<file path="src/rtl/u409_cia_cycle.sv">
// CIA-space bus cycle responder: free-running E clock generator plus a small FSM
// that aligns each CIA access to one full E period and acknowledges with TAn.
module u409_cia_cycle #(
   parameter int unsigned E_LOW  = 34,
   parameter int unsigned E_HIGH = 22
) (
   input  logic CLK40,
   input  logic RESET,
   input  logic TSn,
   input  logic CIA_SPACE,
   input  logic RnW,
   output logic E,
   output logic CIA_ENABLE,
   output logic DATA_LE,
   output logic DATA_OE,
   output logic TAn
);

   localparam int unsigned E_PERIOD = E_LOW + E_HIGH;
   localparam logic [5:0]  ECNT_LAST = 6'(E_PERIOD - 1);

   typedef enum logic [1:0] {IDLE, SYNC, ACTIVE, TERM} state_t;

   state_t     state_q, state_d;
   logic [5:0] ecnt_q, ecnt_d;
   logic       rnw_q, rnw_d;
   logic       e_q, e_d;
   logic       cia_enable_q, cia_enable_d;
   logic       data_le_q, data_le_d;
   logic       data_oe_q, data_oe_d;
   logic       tan_q, tan_d;
   logic       last;
   logic       req;

   assign last = (ecnt_q == ECNT_LAST);
   assign req  = !TSn && CIA_SPACE;

   // Outputs are derived from next-state values so each registered output
   // is valid in exactly the cycle its state is occupied.
   always_comb begin
      ecnt_d  = last ? '0 : ecnt_q + 6'd1;
      e_d     = (ecnt_d >= 6'(E_LOW));
      state_d = state_q;
      rnw_d   = rnw_q;
      unique case (state_q)
         IDLE: begin
            if (req) begin
               rnw_d   = RnW;
               state_d = last ? ACTIVE : SYNC;
            end
         end
         SYNC:    if (last) state_d = ACTIVE;
         ACTIVE:  if (last) state_d = TERM;
         TERM:    state_d = IDLE;
         default: state_d = IDLE;
      endcase
      cia_enable_d = (state_d == ACTIVE);
      data_oe_d    = (state_d == ACTIVE) && !rnw_d;
      data_le_d    = (state_d == ACTIVE) && rnw_d && (ecnt_d == ECNT_LAST);
      tan_d        = (state_d != TERM);
   end

   always_ff @(posedge CLK40) begin
      if (RESET) begin
         state_q      <= IDLE;
         ecnt_q       <= '0;
         rnw_q        <= 1'b1;
         e_q          <= 1'b0;
         cia_enable_q <= 1'b0;
         data_le_q    <= 1'b0;
         data_oe_q    <= 1'b0;
         tan_q        <= 1'b1;
      end else begin
         state_q      <= state_d;
         ecnt_q       <= ecnt_d;
         rnw_q        <= rnw_d;
         e_q          <= e_d;
         cia_enable_q <= cia_enable_d;
         data_le_q    <= data_le_d;
         data_oe_q    <= data_oe_d;
         tan_q        <= tan_d;
      end
   end

   assign E          = e_q;
   assign CIA_ENABLE = cia_enable_q;
   assign DATA_LE    = data_le_q;
   assign DATA_OE    = data_oe_q;
   assign TAn        = tan_q;

endmodule

</file>
<file path="config.mk">
export PLATFORM = sky130hd
export DESIGN_NAME = u409_cia_cycle
export DESIGN_NICKNAME = d
export VERILOG_FILES = /design/src/rtl/u409_cia_cycle.sv
export SDC_FILE = /design/constraint.sdc
export NUM_CORES = 1
export LEC_CHECK = 0
export CAP_MARGIN = 25
export CELL_PAD_IN_SITES_DETAIL_PLACEMENT = 1
export CELL_PAD_IN_SITES_GLOBAL_PLACEMENT = 1
export CORE_MARGIN = 5
export CORE_UTILIZATION = 38
export CTS_CLUSTER_DIAMETER = 30
export DETAILED_ROUTE_END_ITERATION = 10
export GPL_TIMING_DRIVEN = 0
export PLACE_DENSITY = 0.75
export SETUP_SLACK_MARGIN = 0.1
export SLEW_MARGIN = 20
export SYNTH_ARGS = -nofsm -noshare
export SYNTH_HDL_FRONTEND = slang
export SYNTH_SLANG_ARGS = --single-unit
</file>
<file path="constraint.sdc">
create_clock -name CLK40 -period 4.4 [get_ports CLK40]
set_input_delay 0.88 -clock CLK40 [delete_from_list [all_inputs] [get_ports CLK40]]
set_output_delay 0.88 -clock CLK40 [all_outputs]
set_load 0.01 [all_outputs]
</file>
## After elaboration in Yosys (flattened, before gate mapping)

Index checks and enable logic that the tools add are counted.

- $add $sub $neg: 1
- $mul: 0
- Div/mod/pow operators: 0
- $lt $le $gt $ge: 1
- Equality and inequality tests: 7
- Shift operators: 0
- Multiplexer cells: 8
- Bitwise operators: 0
- Reduce and logical (&&, ||, !) cells: 7

Operator list:

| operator | number |
|---|---|
| 6-bit == test, second input constant | 2 |
| 2-bit two-way mux | 4 |
| 2-bit one-hot mux with 4 select lines | 1 |
| 6-bit by 1-bit adder with 6-bit output, second input constant | 1 |
| 2-bit == test, second input constant | 3 |
| 6-bit >= comparator, second input constant | 1 |
| 6-bit two-way mux | 1 |
| 1-bit logical AND | 4 |
| 2-bit by 1-bit == test with 1-bit output, second input constant | 1 |
| 1-bit logical NOT | 2 |
| 2-bit logical NOT | 1 |
| 1-bit two-way mux | 2 |
| 2-bit inequality test, second input constant | 1 |

- Bits in registers: 14
- Latch bits: 0
- Bits in writable memories: 0
- Bits in read-only memories: 0
- Bits of input ports: 5
- Output and inout port bits: 5
- Logic and storage cells: 32
- Memories: 0

## Logic depth before layout (Yosys ltp)

Gate-level depths: netlist of run 1.

- Depth in word-level cells: 7
- Mapped depth: 5
- Depth with buffers taken out: 5

## Worst setup path after synthesis of run 1

Ideal clock, no wire load.

- Kind: in2reg
- Start: input port TSn
- End: register data_le_q (netlist: DATA_LE)
- Data arrival time: 1,676 ps
- Required time: 4,283 ps
- Path slack: 2,608 ps
- Stages: 4
- Buffers on the path: 0
- Path through: nor4b_1 -> mux2i_1 -> nor2_1 -> and4b_1

- Cells in the longest elaborated chain, start to end: 7
- Elaborated cells between the ends (all ways): 9

Ends and longest elaborated chain:

| item | line | source |
|---|---|---|
| start, declared | 9 | `input logic TSn,` |
| 1-bit logical NOT (*) | 36 | `assign req = !TSn && CIA_SPACE;` |
| 1-bit logical AND (*) | 36 |  |
| 2-bit two-way mux | 47 | `if (req) begin` |
| 2-bit one-hot mux with 4 select lines | 45 | `unique case (state_q)` |
| 2-bit == test | 59 | `data_le_d = (state_d == ACTIVE) && rnw_d && (ecnt_d == ECNT_LAST);` |
| 1-bit logical AND (*) (2 in series) | 59 |  |
| end signal, assigned | 79 | `data_le_q <= data_le_d;` |
| end, declared | 29 | `logic data_le_q, data_le_d;` |

Mark *: on every way between the ends. The rest lies on a longest branch, timed or not.
A chain may end at the register's enable or synchronous reset.

## Final worst setup path of run 1

- Start: input port CIA_SPACE
- End: register data_le_q (netlist: DATA_LE)

- Cells in the longest elaborated chain, start to end: 6
- Elaborated cells between the ends (all ways): 8

Ends and longest elaborated chain:

| item | line | source |
|---|---|---|
| start, declared | 10 | `input logic CIA_SPACE,` |
| 1-bit logical AND (*) | 36 |  |
| 2-bit two-way mux | 47 |  |
| 2-bit one-hot mux with 4 select lines | 45 |  |
| 2-bit == test | 59 |  |
| 1-bit logical AND (*) (2 in series) | 59 |  |

Marked as above.

==> impl_metrics.tcl, run 1 <==
set metrics [dict create \
    finalSetupViolCount 0 \
    cp.buffers_inverters 1 \
    timing.critical_path.to_type "flop" \
    ordered_list_of_cells_on_the_worst_path "clkdlybuf4s50_1, nor4b_1, mux2i_1, nor2_1, and4b_1" \
    cts_hold_fix_bufs 0 \
    synth_sequential_area_ratio 0.448 \
    synthAdderAreaFrac 0.0600 \
    ctsHtreeMaxLevel 1 \
    regToRegSetupSlack_ps 2700 \
    routedWlPerCell_microns 13.3 \
    area_of_the_die_sq_um 2560 \
    crit_slowest_cell "sky130_fd_sc_hd__clkdlybuf4s50_1" \
    hold-path-cell-count 1 \
    ioPinCount 10 \
    numPortBuffers 9 \
    tns_ps 0 \
    synth_top_area_share 0.448 \
    layout.area.seq_sq_um 280 \
    grt_start_max_net_pins 11 \
    unrepaired_setup_endpoints_after_global_routing "no" \
    cp_top_family "simple AND/OR/NAND/NOR gates" \
    synthesis.area_sq_um 626 \
    clock.fmax_mhz 474 \
    worstHoldEndpoint "TAn" \
    grt_antenna_before_repair 0 \
    die_y_microns 50.6 \
    layout-area-overhead-vs-synth_pct 21.2 \
    synth_common_cells "sky130_fd_sc_hd__dfxtp_1, sky130_fd_sc_hd__nor2_1" \
    nets 86 \
    kind_of_critical_path "input port to flop" \
    globalplace.congestion 0.678 \
    final-hold-violation-count 0 \
    place_hpwl_microns 892 \
    drt_pass1_iterations 3 \
    multi_input_comb_area_sq_um 334 \
    syn_inst 64 \
    worst_setup_hold_path_clk_slew_ps 80 \
    grt_usage 0.113 \
    powerDensity_nw_per_um2 299 \
    dominant_combinational_cell_family_by_area_after_synthesis "simple AND/OR/NAND/NOR gates" \
    postRouteWirelength_mm 1.23 \
    post_cts_resized 0 \
    worst_clock_skew_ps 0.447 \
    cts-buffers-inserted 3 \
    mean_post_synth_cell_area_sq_um 9.78 \
    core-area_sq_um 1540 \
    rr_worst_depth 5 \
    final-max-slew-violation-count 0 \
    postSynth.asyncResetShare 0 \
    floorplan.die.width_microns 50.6 \
    drive_gt1_frac 0.118 \
    ys.warnings.count 0 \
    min_period_over_period 0.480 \
    timing.max_slew.rel_slack 0.684 \
    min-delay-path-class "flop to flop" \
    synth-edff-count 0 \
    path_max_fanout 3 \
    critical_path_arrival_ps 2290 \
    r2r-start "ecnt_q[0]" \
    synth_top_cells_by_area "sky130_fd_sc_hd__dfxtp_1, sky130_fd_sc_hd__ha_1, sky130_fd_sc_hd__mux2i_1" \
    drc_errors 0 \
    fin_crit_ps 2110 \
    filler_cell_count 193 \
    post_synth_and_or_nand_nor_area_fraction 0.308 \
    synth_area_in_compound_gates 0.0720 \
    worst-slew-pin-transition_ps 474 \
    max_cap_viol_count 0 \
    worst_hold_startpoint "state_q[1]" \
    cts-root-buf "sky130_fd_sc_hd__clkbuf_4" \
    ys_dominant_reg_cell "sky130_fd_sc_hd__dfxtp_1" \
    worst_skew_pair.late_latency_ps 280 \
    drt-initial-drc-count 18 \
    layout.core_utilization 0.492 \
    post_synth_num_cell_types 30 \
    vias_in_the_first_global_route 475 \
    cts-root-to-sink-buffers 2 \
    synth_xor_xnor_area_share 0.0280 \
    max_rail_drop_vdd_uv 196 \
    count_of_antenna_diodes_in_the_layout 0 \
    crit_path_max_incr_delay_ps 470 \
    first_pass_grt_wire_length_mm 2.18 \
    synthesis.nets 72 \
    tritoncts "built" \
    via_per_inst 5.43 \
    critPathLaunchType "input port" \
    result_of_the_run "finished clean" \
    globalRouteOverflowTotal 0 \
    route.vias.total 500 \
    core.rowCount 14 \
    synth.largest_area_cell "sky130_fd_sc_hd__dfxtp_1" \
    antenna_left 0 \
    cts_sinks 14 \
    postSynthRegisterBits 14 \
    p_leak_uw 0.000281 \
    synthMuxAreaShare 0.0660 \
    r2r_end "state_q[1]" \
    start_util 0.406 \
    timing.critical_path.required_ps 4580 \
    post-cts-setup-buffers 0 \
    synthMostInstantiatedCell "sky130_fd_sc_hd__dfxtp_1" \
]
## state kept, by name (all words and copies together), names as in the netlist
register    flops
TAn             1
ecnt_q          6
E               1
rnw_q           1
CIA_ENABLE      1
state_q         2
DATA_OE         1
DATA_LE         1
## cells by family (layout without fill, tap and decap cells)
kind of cell	count (synthesis)	count (layout)
multiplexers	4	4
adder cells (fa/ha/maj)	3	3
AO/OA/AOI/OAI	8	8
AND/OR/NAND/NOR	30	30
buffers and inverters	3	15
flip-flops	14	14
XOR/XNOR	2	2
## per-stage QoR
stage | area (sq um) | instances | hold WS, ps | setup WS, ps | power (uW)
2_1_floorplan | 626 | 64 | 451 | 2610 | 149
3_3_place_gp | 736 | 89 | 487 | 1980 | 156
3_5_place_dp | 736 | 89 | 487 | 1980 | 157
4_1_cts | 758 | 92 | 509 | 2260 | 232
5_1_grt | 758 | 92 | 538 | 2180 | 243
6_report | 758 | 92 | 508 | 2290 | 227
## metal layers
metal | track usage | part of all wire
met1 | 0.156 | 0.52
met2 | 0.151 | 0.41
met3 | 0.0355 | 0.045
met4 | 0.0638 | 0.025
met5 | 0 | 0
## power by group
part / total (uW) / switching [uW] / internal [uW]
combinational: 20.0 / 8.88 / 11.1
sequential: 134 / 3.96 / 130
clock: 72.7 / 40.9 / 31.8
total: 227 / 53.7 / 173
## final cells by class
type | instances | share of cell area
timing repair buffer | 9 | 0.119
sequential | 14 | 0.370
multi-input combinational | 47 | 0.441
buffer | 1 | 0.00495
clock buffer | 3 | 0.0297
tap | 16 | 0.0264
inverter | 2 | 0.00990
## worst max-delay path by stage
stage | depth (start not counted) | from | to
floorplan | 4 | TSn | DATA_LE
detailed placement | 5 | CIA_SPACE | DATA_LE
global placement | 5 | CIA_SPACE | DATA_LE
finish | 5 | CIA_SPACE | DATA_LE
global route | 5 | CIA_SPACE | DATA_LE
CTS | 5 | CIA_SPACE | DATA_LE
## cells in the final DEF, fill, tap and decap left out
cell type	instances
sky130_fd_sc_hd__a2111oi_0	1
sky130_fd_sc_hd__a21oi_1	3
sky130_fd_sc_hd__a31oi_1	1
sky130_fd_sc_hd__and2_1	1
sky130_fd_sc_hd__and3b_1	1
sky130_fd_sc_hd__and4b_1	1
sky130_fd_sc_hd__clkbuf_1	1
sky130_fd_sc_hd__clkbuf_4	3
sky130_fd_sc_hd__clkdlybuf4s50_1	9
sky130_fd_sc_hd__dfxtp_1	14
sky130_fd_sc_hd__ha_1	3
sky130_fd_sc_hd__inv_1	2
sky130_fd_sc_hd__mux2_2	1
sky130_fd_sc_hd__mux2i_1	3
sky130_fd_sc_hd__nand2_1	2
sky130_fd_sc_hd__nand2_2	1
sky130_fd_sc_hd__nand2b_1	2
sky130_fd_sc_hd__nand3_1	2
sky130_fd_sc_hd__nand3b_1	1
sky130_fd_sc_hd__nand4b_1	1
sky130_fd_sc_hd__nand4bb_1	1
sky130_fd_sc_hd__nor2_1	7
sky130_fd_sc_hd__nor2b_1	2
sky130_fd_sc_hd__nor3_1	2
sky130_fd_sc_hd__nor3_4	1
sky130_fd_sc_hd__nor4b_1	1
sky130_fd_sc_hd__o21ai_0	3
sky130_fd_sc_hd__or2_2	1
sky130_fd_sc_hd__or3_2	2
sky130_fd_sc_hd__or3b_1	1
sky130_fd_sc_hd__xnor2_1	1
sky130_fd_sc_hd__xor2_1	1
Power figures use the tool's default switching activity.
==> run 2, diff against run 1 <==
==> constraint.sdc (replaced) <==
create_clock -name CLK40 -period 2 [get_ports CLK40]
set_input_delay 0.4 -clock CLK40 [delete_from_list [all_inputs] [get_ports CLK40]]
set_output_delay 0.4 -clock CLK40 [all_outputs]
set_load 0.01 [all_outputs]
==> results of run 2 <==
The final DEF is identical to that of run 1. Status: finished clean.
Main changes from that run: setup slack after placement 1980 ps -> 62.5 ps; setup slack after layout 2290 ps -> 299 ps; start point of the critical path CIA_SPACE -> ecnt_q[0]; end point of the critical path DATA_LE -> state_q[1]; register-to-register setup slack 2700 ps -> 300 ps; total power 227 uW -> 499 uW; worst IR drop on VDD 196 uV -> 431 uV
==> run 3, diff against run 2 <==
--- a/config.mk
+++ b/config.mk
@@ -8,14 +8,12 @@
 export CAP_MARGIN = 25
 export CELL_PAD_IN_SITES_DETAIL_PLACEMENT = 1
 export CELL_PAD_IN_SITES_GLOBAL_PLACEMENT = 1
-export CORE_MARGIN = 5
 export CORE_UTILIZATION = 38
 export CTS_CLUSTER_DIAMETER = 30
 export DETAILED_ROUTE_END_ITERATION = 10
 export GPL_TIMING_DRIVEN = 0
 export PLACE_DENSITY = 0.75
 export SETUP_SLACK_MARGIN = 0.1
-export SLEW_MARGIN = 20
 export SYNTH_ARGS = -nofsm -noshare
 export SYNTH_HDL_FRONTEND = slang
 export SYNTH_SLANG_ARGS = --single-unit
==> run 3 against run 2 <==
Against the previous run: sequential power hardly changed; cell count is 1.1% higher; global-route usage is 6.2 points higher; sequential share of layout area is 0.66 points lower; register-to-register slack hardly changed; maximum frequency is 0.22% lower; critical path depth stayed put.
==> impl_metrics.tcl, run 3 (synthesized netlist as in run 1, its figures left out) <==
set metrics [dict create \
    vias_in_the_first_global_route 470 \
    area_of_the_die_sq_um 1810 \
    grt_usage 0.175 \
    drive_gt1_frac 0.130 \
    worst-slew-pin-transition_ps 448 \
    grt_antenna_before_repair 0 \
    via_per_inst 5.22 \
    routedWlPerCell_microns 14.3 \
    timing.max_slew.rel_slack 0.702 \
    hold-path-cell-count 2 \
    kind_of_critical_path "flop to flop" \
    tritoncts "built" \
    crit_path_max_incr_delay_ps 420 \
    route.vias.total 485 \
    worst_clock_skew_ps 3.19 \
    layout.core_utilization 0.507 \
    max_cap_viol_count 0 \
    final-hold-violation-count 0 \
    place_hpwl_microns 956 \
    start_util 0.411 \
    cp.buffers_inverters 0 \
    drc_errors 0 \
    critical_path_arrival_ps 1910 \
    final_cell_mix "sky130_fd_sc_hd__dfxtp_1, sky130_fd_sc_hd__clkdlybuf4s50_1, sky130_fd_sc_hd__nor2_1" \
    tns_ps 0 \
    path_max_fanout 8 \
    globalRouteOverflowTotal 0 \
    timing.critical_path.to_type "flop" \
    finalSetupViolCount 0 \
    max_rail_drop_vdd_uv 504 \
    first_pass_grt_wire_length_mm 2.28 \
    nets 86 \
    die_y_microns 42.6 \
    antenna_left 0 \
    worst_skew_pair.late_latency_ps 270 \
    timing.critical_path.required_ps 2200 \
    timing.critical_path.depth 5 \
    floorplan.die.width_microns 42.6 \
    cts-root-buf "sky130_fd_sc_hd__clkbuf_4" \
    filler_cell_count 177 \
    cp_top_family "simple AND/OR/NAND/NOR gates" \
    postRouteWirelength_mm 1.33 \
    clock.fmax_mhz 586 \
    drt_pass1_iterations 4 \
    unrepaired_setup_endpoints_after_global_routing "no" \
    powerDensity_nw_per_um2 699 \
    commonest_non_fill_non_tap_cell_in_the_layout "sky130_fd_sc_hd__dfxtp_1" \
    grt_start_max_net_pins 11 \
    core.rowCount 14 \
    count_of_antenna_diodes_in_the_layout 0 \
    worst_setup_hold_path_clk_slew_ps 90 \
    ctsHtreeMaxLevel 1 \
    drt-initial-drc-count 3 \
    min_period_over_period 0.853 \
    result_of_the_run "finished clean" \
    core-area_sq_um 1520 \
    ordered_list_of_cells_on_the_worst_path "ha_1, nand2_2, nor3_4, or3b_1, a21oi_1" \
    largest_register_ffs 6 \
    cts-root-to-sink-buffers 2 \
    globalplace.congestion 0.692 \
    cts_sinks 14 \
    critPathLaunchType "flop" \
    largest_register "ecnt_q" \
    rr_worst_depth 5 \
    min-delay-path-class "flop to flop" \
    ioPinCount 10 \
    crit_slowest_cell "sky130_fd_sc_hd__dfxtp_1" \
    final-max-slew-violation-count 0 \
    largest_registers "ecnt_q x6, state_q x2" \
    fin_crit_ps 1710 \
    cts-buffers-inserted 3 \
    layout-area-overhead-vs-synth_pct 23.4 \
    p_leak_uw 0.000288 \
    numPortBuffers 9 \
]
-- run 3: changes by cell type in the layout (fill, tap and decap cells not counted) --
| cell | delta |
|---|---|
| sky130_fd_sc_hd__clkbuf_8 | +1 |
-- run 3: metal layers --
| layer | up-vias | wire length (microns) | global-route usage |
|---|---|---|---|
| met5 | - | 0 | 0 |
| met3 | 2 | 25 | 0.0388 |
| met1 | 227 | 659 | 0.246 |
| li1 | 251 | - | - |
| met2 | 5 | 635 | 0.255 |
| met4 | 0 | 9 | 0.0750 |
-- run 3: worst paths after layout --
kind              from         end  slack [ps]
max          ecnt_q[0]  state_q[1]         290
min              rnw_q       rnw_q         530
max reg2reg  ecnt_q[0]  state_q[1]         290
min reg2reg      rnw_q       rnw_q         530
-- run 3: cell type report --
cell class,count,area (sq um),area share
well taps,16,20.0,0.0259
clock buffers,4,36.3,0.0470
plain buffers,1,3.75,0.00486
repair buffers,9,90.1,0.117
flip-flops and latches,14,280,0.363
multi-input cells,47,334,0.433
inverters,2,7.51,0.00972
-- run 3: what timing repair did --
item | CTS | global route
hold buffers | 0 | 0
setup endpoints to repair | 0 | 1
gates resized for setup | 0 | 0
setup buffers | 0 | 0
-- run 3: power breakdown --
group	internal, uW	switching [uW]	leakage, uW
Clock	110	89.4	0.0000210
Sequential	286	8.91	0.000114
Combinational	24.5	20.0	0.000153
-- run 3: through the flow --
stage | total power, uW | instance area [sq um] | setup slack, ps | std cells | hold slack (ps)
after global placement | 344 | 736 | 75.3 | 89 | 496
after global routing | 568 | 772 | 110 | 93 | 585
after floorplan | 328 | 626 | 487 | 64 | 451
after detailed placement | 346 | 736 | 150 | 89 | 507
after CTS | 553 | 772 | 230 | 93 | 538
final | 539 | 772 | 295 | 93 | 527
-- run 3: worst reg2reg max path: cells and delay by family, from the launching register on --
family | cells | cell delay, ps
compound gates | 1 | 120
fa+ha+maj | 1 | 290
flops | 1 | 420
simple gates | 3 | 810
